## src/rtl/digit_serial_adder.sv

```systemverilog
// digit_serial_adder: multi-cycle adder that adds two WIDTH-bit operands
// DIGIT bits per clock. A registered carry flop ripples the carry between
// digits. Operands are taken on a valid/ready input handshake, and the result
// is held on a valid/ready output handshake until the consumer accepts it.
//
// Optional feature: define SUBTRACT_EN to add the `sub` port (A - B - cin mode).
//
// Ports:
//   clk        in   clock, rising edge
//   rst_n      in   asynchronous active-low reset
//   in_valid   in   operand set offered
//   in_ready   out  block idle and able to accept operands
//   a, b       in   WIDTH-bit operands
//   cin        in   carry-in (borrow-in when subtracting)
//   sub        in   (SUBTRACT_EN only) 1 selects A - B
//   out_valid  out  result valid
//   out_ready  in   consumer accepts result
//   sum        out  WIDTH-bit result
//   cout       out  carry-out of MSB (1 = no borrow when subtracting)
//   ovf        out  signed overflow
module digit_serial_adder #(
    parameter int unsigned WIDTH = 16,
    parameter int unsigned DIGIT = 4
) (
    input  logic             clk,
    input  logic             rst_n,
    input  logic             in_valid,
    output logic             in_ready,
    input  logic [WIDTH-1:0] a,
    input  logic [WIDTH-1:0] b,
    input  logic             cin,
`ifdef SUBTRACT_EN
    input  logic             sub,
`endif
    output logic             out_valid,
    input  logic             out_ready,
    output logic [WIDTH-1:0] sum,
    output logic             cout,
    output logic             ovf
);

    localparam int unsigned N    = WIDTH / DIGIT;
    localparam int unsigned CW   = (N > 1) ? $clog2(N) : 1;
    localparam logic [CW-1:0] LAST = CW'(N - 1);

    typedef enum logic [1:0] {
        S_IDLE,
        S_RUN,
        S_DONE
    } state_t;

    state_t           r_state;
    state_t           w_state_next;

    logic [WIDTH-1:0] r_a;
    logic [WIDTH-1:0] r_b;
    logic             r_carry;
    logic [CW-1:0]    r_cnt;
    logic [WIDTH-1:0] r_sum;
    logic             r_cout;
    logic             r_ovf;
    logic             r_in_ready;
    logic             r_out_valid;

    logic             w_accept;
    logic             w_last;
    logic [WIDTH-1:0] w_b_eff;
    logic             w_cin_eff;
    logic [31:0]      w_shift;
    logic [DIGIT-1:0] w_da;
    logic [DIGIT-1:0] w_db;
    logic [DIGIT:0]   w_dsum;
    logic [WIDTH-1:0] w_mask;
    logic [WIDTH-1:0] w_sum_next;
    logic             w_ovf;

    assign w_accept = in_valid && r_in_ready;
    assign w_last   = (r_cnt == LAST);

    // Subtraction is A + ~B + ~cin, so the mode is folded into the captured B
    // and carry-in at accept time.
`ifdef SUBTRACT_EN
    assign w_b_eff   = sub ? ~b : b;
    assign w_cin_eff = sub ^ cin;
`else
    assign w_b_eff   = b;
    assign w_cin_eff = cin;
`endif

    // One digit slice of the adder, selected by the digit counter.
    assign w_shift    = 32'(r_cnt) * 32'(DIGIT);
    assign w_da       = DIGIT'(r_a >> w_shift);
    assign w_db       = DIGIT'(r_b >> w_shift);
    assign w_dsum     = {1'b0, w_da} + {1'b0, w_db} + (DIGIT + 1)'(r_carry);
    assign w_mask     = WIDTH'({DIGIT{1'b1}}) << w_shift;
    assign w_sum_next = (r_sum & ~w_mask) | (WIDTH'(w_dsum[DIGIT-1:0]) << w_shift);

    // Carry into the MSB is recovered as a^b^s at that bit position.
    assign w_ovf = w_da[DIGIT-1] ^ w_db[DIGIT-1] ^ w_dsum[DIGIT-1] ^ w_dsum[DIGIT];

    // State register.
    always_ff @(posedge clk or negedge rst_n) begin
        if (!rst_n) begin
            r_state <= S_IDLE;
        end else begin
            r_state <= w_state_next;
        end
    end

    // Next-state logic.
    always_comb begin
        w_state_next = r_state;
        case (r_state)
            S_IDLE: if (w_accept)  w_state_next = S_RUN;
            S_RUN:  if (w_last)    w_state_next = S_DONE;
            S_DONE: if (out_ready) w_state_next = S_IDLE;
            default:               w_state_next = S_IDLE;
        endcase
    end

    // Datapath and registered handshake outputs.
    always_ff @(posedge clk or negedge rst_n) begin
        if (!rst_n) begin
            r_a         <= '0;
            r_b         <= '0;
            r_carry     <= 1'b0;
            r_cnt       <= '0;
            r_sum       <= '0;
            r_cout      <= 1'b0;
            r_ovf       <= 1'b0;
            r_in_ready  <= 1'b1;
            r_out_valid <= 1'b0;
        end else begin
            r_in_ready  <= (w_state_next == S_IDLE);
            r_out_valid <= (w_state_next == S_DONE);
            if (r_state == S_IDLE && w_accept) begin
                r_a     <= a;
                r_b     <= w_b_eff;
                r_carry <= w_cin_eff;
                r_cnt   <= '0;
            end
            if (r_state == S_RUN) begin
                r_sum   <= w_sum_next;
                r_carry <= w_dsum[DIGIT];
                r_cnt   <= r_cnt + CW'(1);
                if (w_last) begin
                    r_cout <= w_dsum[DIGIT];
                    r_ovf  <= w_ovf;
                end
            end
        end
    end

    assign in_ready  = r_in_ready;
    assign out_valid = r_out_valid;
    assign sum       = r_sum;
    assign cout      = r_cout;
    assign ovf       = r_ovf;

endmodule

```

## config.mk

```make
export PLATFORM = sky130hd
export DESIGN_NAME = digit_serial_adder
export DESIGN_NICKNAME = d
export VERILOG_FILES = /design/src/rtl/digit_serial_adder.sv
export SDC_FILE = /design/constraint.sdc
export NUM_CORES = 1
export LEC_CHECK = 0
export CORE_MARGIN = 10
export CORE_UTILIZATION = 45
export CTS_BUF_LIST = sky130_fd_sc_hd__clkbuf_8
export DETAILED_ROUTE_END_ITERATION = 8
export MAX_ROUTING_LAYER = met4
export PLACE_DENSITY = 0.74
export SLEW_MARGIN = 30
export SYNTH_ARGS = -nofsm -noshare
export SYNTH_HDL_FRONTEND = slang
export SYNTH_SLANG_ARGS = --single-unit
```

## constraint.sdc

```tcl
create_clock -name clk -period 6.9 [get_ports clk]
set_clock_uncertainty 0.05 [all_clocks]
set_input_delay 1.035 -clock clk [delete_from_list [all_inputs] [get_ports clk]]
set_output_delay 1.035 -clock clk [all_outputs]
set_load 0.02 [all_outputs]
```

# After elaboration in Yosys (flattened, before gate mapping)
# Index checks and enable logic that the tools add are counted.
[word_totals]
reg_bits = 57
inputBits = 37
word_cells = 41
[classes]
n_addsub = 3
n_eq_ne = 4
n_shift = 4
n_mux = 8
n_bitwise = 6
n_reduce_logical = 6
[ops]
columns = ["operator", "count"]
rows = [
  ["$shr A16 B4 Y4", 2],
  ["$and A16 B16 Y16", 1],
  ["$not A16 Y16", 1],
  ["$or A16 B16 Y16", 1],
  ["$shl A4 B4 Y16", 1],
  ["$shl A4 B4 Y16 const A", 1],
  ["$mux W2", 5],
  ["$eq A2 B2 Y1 const B", 3],
  ["$pmux W2 S3", 1],
  ["$add A4 B4 Y5", 1],
  ["$add A5 B1 Y5", 1],
  ["$logic_not A2 Y1", 2],
  ["$xor A1 B1 Y1", 3],
  ["$add A2 B1 Y2 const B", 1],
  ["$eq A2 B1 Y1 const B", 1],
  ["$logic_and A1 B1 Y1", 2],
  ["$mux W1", 2],
  ["$reduce_and A2 Y1", 1],
  ["$reduce_bool A2 Y1", 1],
]

# Depth between registers and ports, before layout
[logic_depth]
word_depth = 5
depth_mapped = 8
depth_no_buf = 7

# Least setup slack after synthesis
# OpenSTA, ideal clock, no wires.
[synth_timing]
path_type = "reg-to-reg"
startpoint = "reg r_cnt[0]"
endpoint = "reg r_ovf, in the netlist ovf"
arrival_time_ns = 2.581
required_time_ns = 6.722
path_slack_ns = 4.140
stages_incl_launch_ff = 9
period_less_slack_ns = 2.760
cell_sequence = "dfrtp_1 > buf_4 > mux4_2 > fa_1 > fa_1 > a21o_1 > a21oi_2 > xnor2_1 > o21ai_1"
[synth_between]
elab_chain_len = 5
elab_cells_between_ends = 9
classes_between = "add/sub (2); eq/ne (1); shift (2); bitwise (3); reduce/logical (1)"
[synth_lines]
columns = ["element", "line_no", "source"]
rows = [
  ["start, declared", "58", "logic [CW-1:0] r_cnt;"],
  ["start signal, assigned", "145", "r_cnt <= r_cnt + CW'(1);"],
  ["$shr A16 B4 Y4, on equally long branches", "92, 93", ""],
  ["$add A4 B4 Y5", "94", "assign w_dsum = {1'b0, w_da} + {1'b0, w_db} + (DIGIT + 1)'(r_carry);"],
  ["$add A5 B1 Y5", "94", ""],
  ["$xor A1 B1 Y1 (2 in a row)", "99", "assign w_ovf = w_da[DIGIT-1] ^ w_db[DIGIT-1] ^ w_dsum[DIGIT-1] ^ w_dsum[DIGIT];"],
  ["end signal, assigned", "148", "r_ovf <= w_ovf;"],
  ["end, declared", "61", "logic r_ovf;"],
]
# Several ways; a longest one is shown, not always the timed one.
# A chain may end at the register's enable or synchronous reset.

# Worst setup path after layout
# Ends and elaborated chain as after synthesis.

==> flow_summary_export.csv <==
group,metric,value,unit
synth,synth_cell_area,2630,sq um
placed_design,placedInstanceArea,3230,sq um
clock_tree,post-cts-setup-buffers,0,
min_path,holdCritPathClass,"reg -> reg",
setup_path,timing.critical_path.cells,"mux4_2 -> fa_1 -> fa_1 -> a21o_1 -> a21oi_2 -> xnor2_1 -> o21ai_1",
finish,final.fill_count,425,
sta,hold_violations,0,
clock_tree,cts.htree.levels,3,
setup_path,worstPathMaxFanout,15,
finish,antennaDiodeCount,0,
outcome,run_status,"completed",
power,internal_power,1260,uW
synth,synth_area_leaders,"dfrtp_1 53%, mux2_4 15%, mux4_2 6.8%, a22o_1 5.3%, ha_1 3.3%",
finish,fin_nets,273,
route,wl_met2,2390,um
die,initial_core_util,0.472,
clock_tree,cts_tree,"done",
route,wl_met3,451,um
clock_tree,cts_buffers,9,
route,drt_iter0_drc,46,
synth,synth_area_leader_cell,"dfrtp_1",
global_routing,grt_usage,0.126,
die,floorplan.io_pins,57,
synth,netlist-cell-type-count,29,
global_routing,grt_pass1_vias,1753,
setup_path,cp_slowest_stage_delay,0.80,ns
setup_path,critPathRequiredTime,7.06,ns
setup_path,crit_path_end_kind,"flop",
route,wirelength,5310,um
clock_tree,clk_pin_slew_worst_paths,0.06,ns
sta,worst_slew_margin_rel,0.521,
setup_path,critical-path-slowest-cell,"dfrtp_1",
die,floorplan.core_area,5570,sq um
synth,synth_enable_flop_cells,0,
global_routing,number_of_antenna_violations_at_the_first_check_in_global_routing,0,
power,power.combinational.fraction,0.507,
power,leakage,0.00153,uW
power,power_per_unit_of_standard_cell_area,573,nW/um^2
power,share_clk_of_total_power,0.175,
sta,timing.fmax,324,MHz
sta,rsz0062_at_grt,"false",
power,vdd.ir_drop.worst,0.292,mV
sta,layout_worst_path_cycle_share,0.447,
route,drt-pass1-iter-count,4,
sta,timing_worst_slew_pin_value,0.719,ns
finish,area_delta_synth_final,31.2,%
sta,report.final.slew_viol_count,0,
die,floorplan.die.height,96.5,um
synth,synth-seq-cells,57,
sta,layout_min_cycle_time,3.09,ns
synth,synthDominantCellAreaShare,0.533,
finish,finalInstanceArea,3450,sq um
power,power_switching,718,uW
route,highest-signal-layer,"met4",
route,detail_route.wl_per_cell,17.5,um
clock_tree,cts_num_sinks,57,
sta,total_negative_setup_slacks,0,ns
clock_tree,cts_hold_buf,0,
global_routing,grt_start_max_net_pins,58,
placed_design,detailedPlacementHpwl,3940,um
setup_path,critical_path_class,"reg -> reg",
clock_tree,clock_latency_of_the_later_clocked_register_in_the_worst_skew_pair,0.34,ns
synth,synthTopCellsByCount,"56 x dfrtp_1, 27 x mux2_4, 16 x a22o_1",
die,std_cell_rows,27,
route,antenna_left,0,
route,drcViolationCount,0,
synth,syn_inst,165,
die,fp.dieArea,9310,sq um
synth,yosysWarnings,0,
clock_tree,cts_root_buf,"clkbuf_8",
setup_path,worst_ep_arrival_time,3.25,ns
synth,number_of_nets_in_the_synthesized_netlist,211,
synth,synth.avg_cell_area,15.9,sq um
global_routing,gr-total-overflow,0,
route,via_per_inst,5.17,
power,switching_share,0.362,
setup_path,setup.worst_path.start_class,"flop",
global_routing,grt_first_pass_wirelength,8740,um
run,max-cap-violations,0,
route,drt-met1-wl,2430,um
clock_tree,cts_max_path_buffers,2,
setup_path,cp_common_cell,"fa_1",
placed_design,place_congestion,0.777,
die,dieWidth,96.5,um
synth,synth.yosys.seq_area_share,0.543,
synth,synth_top_flop_cell,"dfrtp_1",
sta,finalSetupViolations,0,
setup_path,critical_path.n_buffers_inverters,0,
clock_tree,cts.repair.resized,0,
synth,synthArstFlopShare,1.00,
synth,library_cell_with_the_highest_instance_count_after_synthesis,"dfrtp_1",
finish,layout_cell_share_with_drive_strength_beyond_1,0.263,
route,route.vias.total,1573,
setup_path,dominant_delay_contributor_by_cell_family_on_the_critical_path,"adder cells",
placed_design,place.port_buffers,56,
power,seqPwrFrac,0.318,
==> cells by family (layout without fill, tap and decap cells) <==
logic type	count (synthesis)	after routing	synth area share
AO/OA/AOI/OAI	30	30	0.0884
XOR/XNOR	3	3	0.00999
adder cells (fa/ha/maj)	9	9	0.0485
buffers and inverters	9	76	0.0266
flip-flops	57	57	0.543
multiplexers	40	40	0.244
AND/OR/NAND/NOR	17	17	0.0399
==> registers in the layout (all words and copies together) (netlist names) <==
signal / flops
r_b: 16
cout: 1
r_cnt: 2
r_a: 16
out_valid: 1
r_state: 2
r_carry: 1
in_ready: 1
ovf: 1
sum: 16
==> area by class of cell <==
class | instances | area, sq um | share of cell area
Sequential cell | 57 | 1430 | 0.413
Multi-Input combinational cell | 99 | 1130 | 0.328
Timing Repair Buffer | 58 | 571 | 0.165
Clock buffer | 11 | 151 | 0.0438
Tap cell | 72 | 90.1 | 0.0261
Clock inverter | 5 | 72.6 | 0.0210
Inverter | 2 | 7.51 | 0.00217
==> power by group through the flow <==
stage / clock network [uW] / registers [uW] / logic, uW
2_1_floorplan: 0 / 643 / 708
3_3_place_gp: 0 / 635 / 985
3_5_place_dp: 0 / 636 / 1010
4_1_cts: 354 / 634 / 1010
5_1_grt: 369 / 654 / 1090
6_report: 346 / 630 / 1000
==> final timing paths <==
check	start	to	slack (ns)	depth (start not counted)
worst min register to register	r_a[5]	r_a[5]	0.44	1
min in group asynchronous	rst_n	r_state[1]	0.78	2
max in group asynchronous	rst_n	r_b[4]	5.57	2
worst min-delay path	r_a[5]	r_a[5]	0.44	1
worst max-delay path	r_cnt[0]	ovf	3.81	7
worst max register to register	r_cnt[0]	ovf	3.81	7
==> per-stage QoR <==
stage | power (uW) | worst slack, ns | utilization | hold slack, ns | cells
2_1_floorplan | 1350 | 4.14 | - | 0.403 | 165
3_3_place_gp | 1620 | 3.88 | 0.579 | 0.418 | 288
3_5_place_dp | 1650 | 3.75 | 0.579 | 0.428 | 288
4_1_cts | 2000 | 3.74 | 0.620 | 0.447 | 304
5_1_grt | 2110 | 3.61 | 0.620 | 0.459 | 304
6_report | 1980 | 3.81 | 0.620 | 0.437 | 304
==> routing by layer <==
metal  vias up  global-route usage
li1        736                   -
met1       768               0.158
met2        62               0.179
met3         7              0.0532
met4         0              0.0472
met5         -                   -
==> placed cells by master, fill, tap and decap left out, types with 2 or more instances in the layout <==
| cell | count |
|---|---|
| o21ai_0 | 2 |
| a22o_1 | 16 |
| o21ai_1 | 4 |
| a21oi_2 | 2 |
| fa_1 | 2 |
| buf_4 | 2 |
| bufinv_16 | 2 |
| mux2_1 | 5 |
| ha_1 | 7 |
| xnor2_1 | 2 |
| dfrtp_1 | 56 |
| clkdlybuf4s50_1 | 55 |
| mux4_2 | 8 |
| mux2_4 | 27 |
| a21o_1 | 2 |
| nand2_1 | 8 |
| clkbuf_8 | 11 |
| inv_1 | 3 |
| nor3_2 | 4 |
| nand2b_1 | 2 |
==> worst reg2reg max path, cell delays in order, from the launching register on <==
cell	delay, ns
dfrtp_1	0.80
mux4_2	0.61
fa_1	0.44
fa_1	0.42
a21o_1	0.19
a21oi_2	0.21
xnor2_1	0.17
o21ai_1	0.08
No activity file was read; power rests on OpenSTA's default activity.
==> RTL change 1: new RTL, same flow settings <==
Set the parameter `WIDTH` to 32 (it was 16).
--- a/src/rtl/digit_serial_adder.sv
+++ b/src/rtl/digit_serial_adder.sv
@@ -20,5 +20,5 @@
 //   ovf        out  signed overflow
 module digit_serial_adder #(
-    parameter int unsigned WIDTH = 16,
+    parameter int unsigned WIDTH = 32,
     parameter int unsigned DIGIT = 4
 ) (
Ports: changed (resized a, b and sum); port bits go from 57 to 105. The function was not compared with the original's and may differ.
==> RTL change 1 against the unedited design <==
- power rose by 57%
- area after synthesis rose by 77%
- cell count rose by 86%
- setup slack got worse by 0.35 ns
- hold slack improved by 0.0070 ns
- sequential cell count rose by 49
- clock power rose by 1%
- non-clock buffer count rose by 50
- maximum frequency fell by 10%
- critical path depth rose by 1
- cell area rose by 73%
- routed wire length rose by 98%
==> RTL change 1: results (changes against the unedited design) <==
- Final worst-path cycle share: 0.498 (+0.0510)
- Clock-pin transition on the worst setup and hold timing paths: 0.10 ns (+0.04 ns)
- Peak supply drop: 0.214 mV (-27%)
- Clock buffer cells: 10 (-1)
- Nonclk buf count: 108 (+86%)
- Avg Inst Size Synth: 14.4 um2 (-9.6%)
- Synth Area in Compound Gates: 0.0806 (-0.00780)
- Final HPWL DP: 7990 um (+100%)
- Final wirelength: 10500 um (+98%)
- Sequential-to-total area share from yosys stat: 0.570 (+0.0276)
- Layout clock area frac: 0.0298 (-0.0351)
- Port bufs: 104 (+86%)
- Slew margin rel.: 0.437 (-0.0841)
- Mux cell area share after synthesis: 0.232 (-0.0117)
- Critical path peak fanout: 20 (+5)
- R2R Setup Slk: 3.46 ns (-0.35 ns)
- Static leakage: 2.55 nW (+67%)
- Pre-CTS setup slack: 3.43 ns (-0.319 ns)
- Layout fillers: 864 (+100%)
- Register share of the cell area: 0.444 (+0.0310)
- Global Route met2 Usage: 0.237 (+0.0584)
- Hold Crit Start: r_a[26]
- Share of cells above drive strength 1: 0.231 (-0.0322)
- M1 GR Usage: 0.186 (+0.0274)
- Placer Congestion: 0.828 (+6.5%)
- NonClk Buf Share: 0.179 (+0.0137)
- CP max stage delay: 0.56 ns (-0.24 ns)
- First-pass GRT wire length: 16800 um (+93%)
- Inst Count DP: 550 (+91%)
- Outcome: complete, no violations
- R2R cell count: 8 (+1)
- FF-to-FF End: sum[26]
- Post-layout net count: 505 (+85%)
- Adder-cell area share of the yosys netlist: 0.0328 (-0.0157)
- Area Overhead vs Synth: 28.3%
- Comb_multi_in: 197 (+99%)
- Met3 Track Usage GR: 0.0264 (-0.0268)
==> RTL change 1: cell count changes in the layout (fill, tap and decap cells not counted), sizes merged, moves of 3 or more <==
cell | before | now
nand3 | 0 | 3
dfrtp | 56 | 105
a22o | 16 | 32
nand2 | 8 | 39
clkdlybuf4s50 | 55 | 103
mux2 | 32 | 64
clkinvlp | 0 | 3
mux4 | 8 | 16
nor2 | 1 | 8
==> RTL change 1: metal layers <==
layer | up-vias | part of all wire
li1 | 1378 | -
met1 | 1513 | 0.47
met2 | 76 | 0.49
met3 | 11 | 0.036
met4 | 0 | 0.012
met5 | - | 0
==> RTL change 1: worst min-delay path by stage <==
stage / endpoint / slack, ns / depth (start not counted)
after floorplan: r_a[25] / 0.40 / 1
after global placement: r_a[26] / 0.42 / 1
after detailed placement: r_a[29] / 0.42 / 1
after CTS: r_a[26] / 0.45 / 1
after global routing: r_a[26] / 0.47 / 1
final: r_a[26] / 0.44 / 1
==> RTL change 2: new RTL, same settings <==
Made on the original files. The 3 states of `state_t` get a one-hot encoding in 3 bits.
--- a/src/rtl/digit_serial_adder.sv
+++ b/src/rtl/digit_serial_adder.sv
@@ -44,8 +44,8 @@
     localparam logic [CW-1:0] LAST = CW'(N - 1);
 
-    typedef enum logic [1:0] {
-        S_IDLE,
-        S_RUN,
-        S_DONE
+    typedef enum logic [2:0] {
+        S_IDLE = 3'b001,
+        S_RUN  = 3'b010,
+        S_DONE = 3'b100
     } state_t;
 
Behaviour: same outputs for any inputs over 10 cycles, from zero or initial values and one cycle with rst_n low; not proved beyond that.
==> RTL change 2 against the unedited design <==
- power down 14%
- routed wire length down 0.72%
- area after synthesis up 1.9%
- critical path depth unchanged
- hold slack better by 0.0085 ns
- cell area up 0.72%
- sequential cell count up 1
- setup slack worse by 0.019 ns
- highest routed layer unchanged
==> RTL change 2: results (changes against the unedited design) <==
- Synth unique cells: 26 (-10%)
- Share of cells above drive strength 1: 0.251 (-0.0119)
- Post-Syn Nets: 227 (+7.6%)
- Critical path peak fanout: 16 (+1)
- Largest cells by area after synthesis: dfrtp_1 52%, mux2_4 14%, mux4_2 6.7%, a22o_1 4.2%, ha_1 3.3%
- Syn Inst Count: 181 (+9.7%)
- Worst-case clock buffer depth: 2 (unchanged)
- GRT Overall Usage: 0.126 (-0.000730)
- First-pass GRT wire length: 9350 um (+7.0%)
- CP arrival: 3.26 ns (about the same)
- Vias in the first global route: 1876 (+7.0%)
- Non-filler cells, final: 322 (+5.9%)
- Largest net degree at the start of global routing: 59 (+1.7%)
- Outcome: complete, no violations
- Static leakage: 1.56 nW (+2.4%)
- Slew of the pin with the lowest slew margin: 0.812 ns (+0.0934 ns)
- Placer Congestion: 0.774 (-0.50%)
- Final HPWL DP: 3870 um (-2.0%)
- Initial antenna violation count: 0 (unchanged)
- Synth top cells by count: 56 x dfrtp_1, 25 x mux2_4, 19 x nand2_1
- Detailed-route via count: 1615 (+2.7%)
- Placed inst area: 3290 um2 (+1.9%)
- Synth warn: 0 (unchanged)
- Final wirelength: 5270 um (-0.72%)
- DRT iter0 DRCs: 49 (+6.5%)
- H-Tree Depth: 3 (unchanged)
- Root buffer cell: clkbuf_8
- Sequential-to-total area share from yosys stat: 0.542 (about the same)
- Post-CTS Setup Repair Bufs: 0 (unchanged)
- Worst skew pair latency: 0.34 ns (about the same)
- Inst Count DP: 307 (+6.6%)
- Post-layout net count: 289 (+5.9%)
- Peak supply drop: 0.249 mV (-14%)
-- RTL change 2: changes by cell type after synthesis, sizes merged, moves of 2 or more --
cell	delta
o21ai	+3
nand2	+11
mux2i	+2
nor3	-3
nor2	+8
a22o	-3
nand2b	-2
nand3	+2
-- RTL change 2: logic make-up after synthesis --
logic type,after synthesis,synth area share
mux,42,0.244
compound gates,27,0.0705
simple gates,34,0.0649
flops,58,0.542
xor+xnor,3,0.00981
fa+ha+maj,9,0.0476
buf+inv,8,0.0205
-- RTL change 2: power by group --
| group | leakage (nW) | total, mW | internal (mW) | switching (mW) |
|---|---|---|---|---|
| combinational | 0.748 | 0.805 | 0.454 | 0.351 |
| clock | 0.101 | 0.291 | 0.166 | 0.125 |
| sequential | 0.714 | 0.611 | 0.492 | 0.119 |
-- RTL change 2: layout make-up --
class / count / area (um2)
clock inverters: 2 / 10.0
repair buffers: 57 / 563
inverters: 2 / 7.51
flip-flops and latches: 58 / 1450
fillers: 488 / 2370
well taps: 75 / 93.8
multi-input cells: 115 / 1170
clock buffers: 13 / 179
-- RTL change 2: per-stage QoR --
step                hold slack (ns)  setup WS (ns)
finish                        0.445           3.79
global route                  0.473           3.60
CTS                           0.448           3.76
detailed placement            0.434           3.78
global placement              0.420           3.85
floorplan                     0.424           4.22
-- RTL change 2: worst max-delay path, stage by stage (launching register included) --
cell,delay [ns]
dfrtp_1,0.82
mux4_2,0.61
fa_1,0.44
fa_1,0.41
a21o_1,0.17
a21oi_1,0.24
xnor2_1,0.14
o21ai_0,0.09
-- RTL change 2: worst paths after layout --
path                            slack [ns]  cells past startpoint   endpoint  startpoint
worst max-delay path                  3.79                      7        ovf    r_cnt[0]
worst min register to register        0.45                      2    sum[10]     sum[10]
worst max register to register        3.79                      7        ovf    r_cnt[0]
max in group asynchronous             5.52                      2     r_a[9]       rst_n
min in group asynchronous             0.78                      2  out_valid       rst_n
worst min-delay path                  0.45                      2    sum[10]     sum[10]
-- RTL change 2: metal layers --
metal  wire (um)  up-vias  global-route usage
li1            -      780                   -
met1        2400      780               0.145
met2        2530       46               0.189
met3         268        9              0.0562
met4          75        0              0.0477
met5           0        -                   -
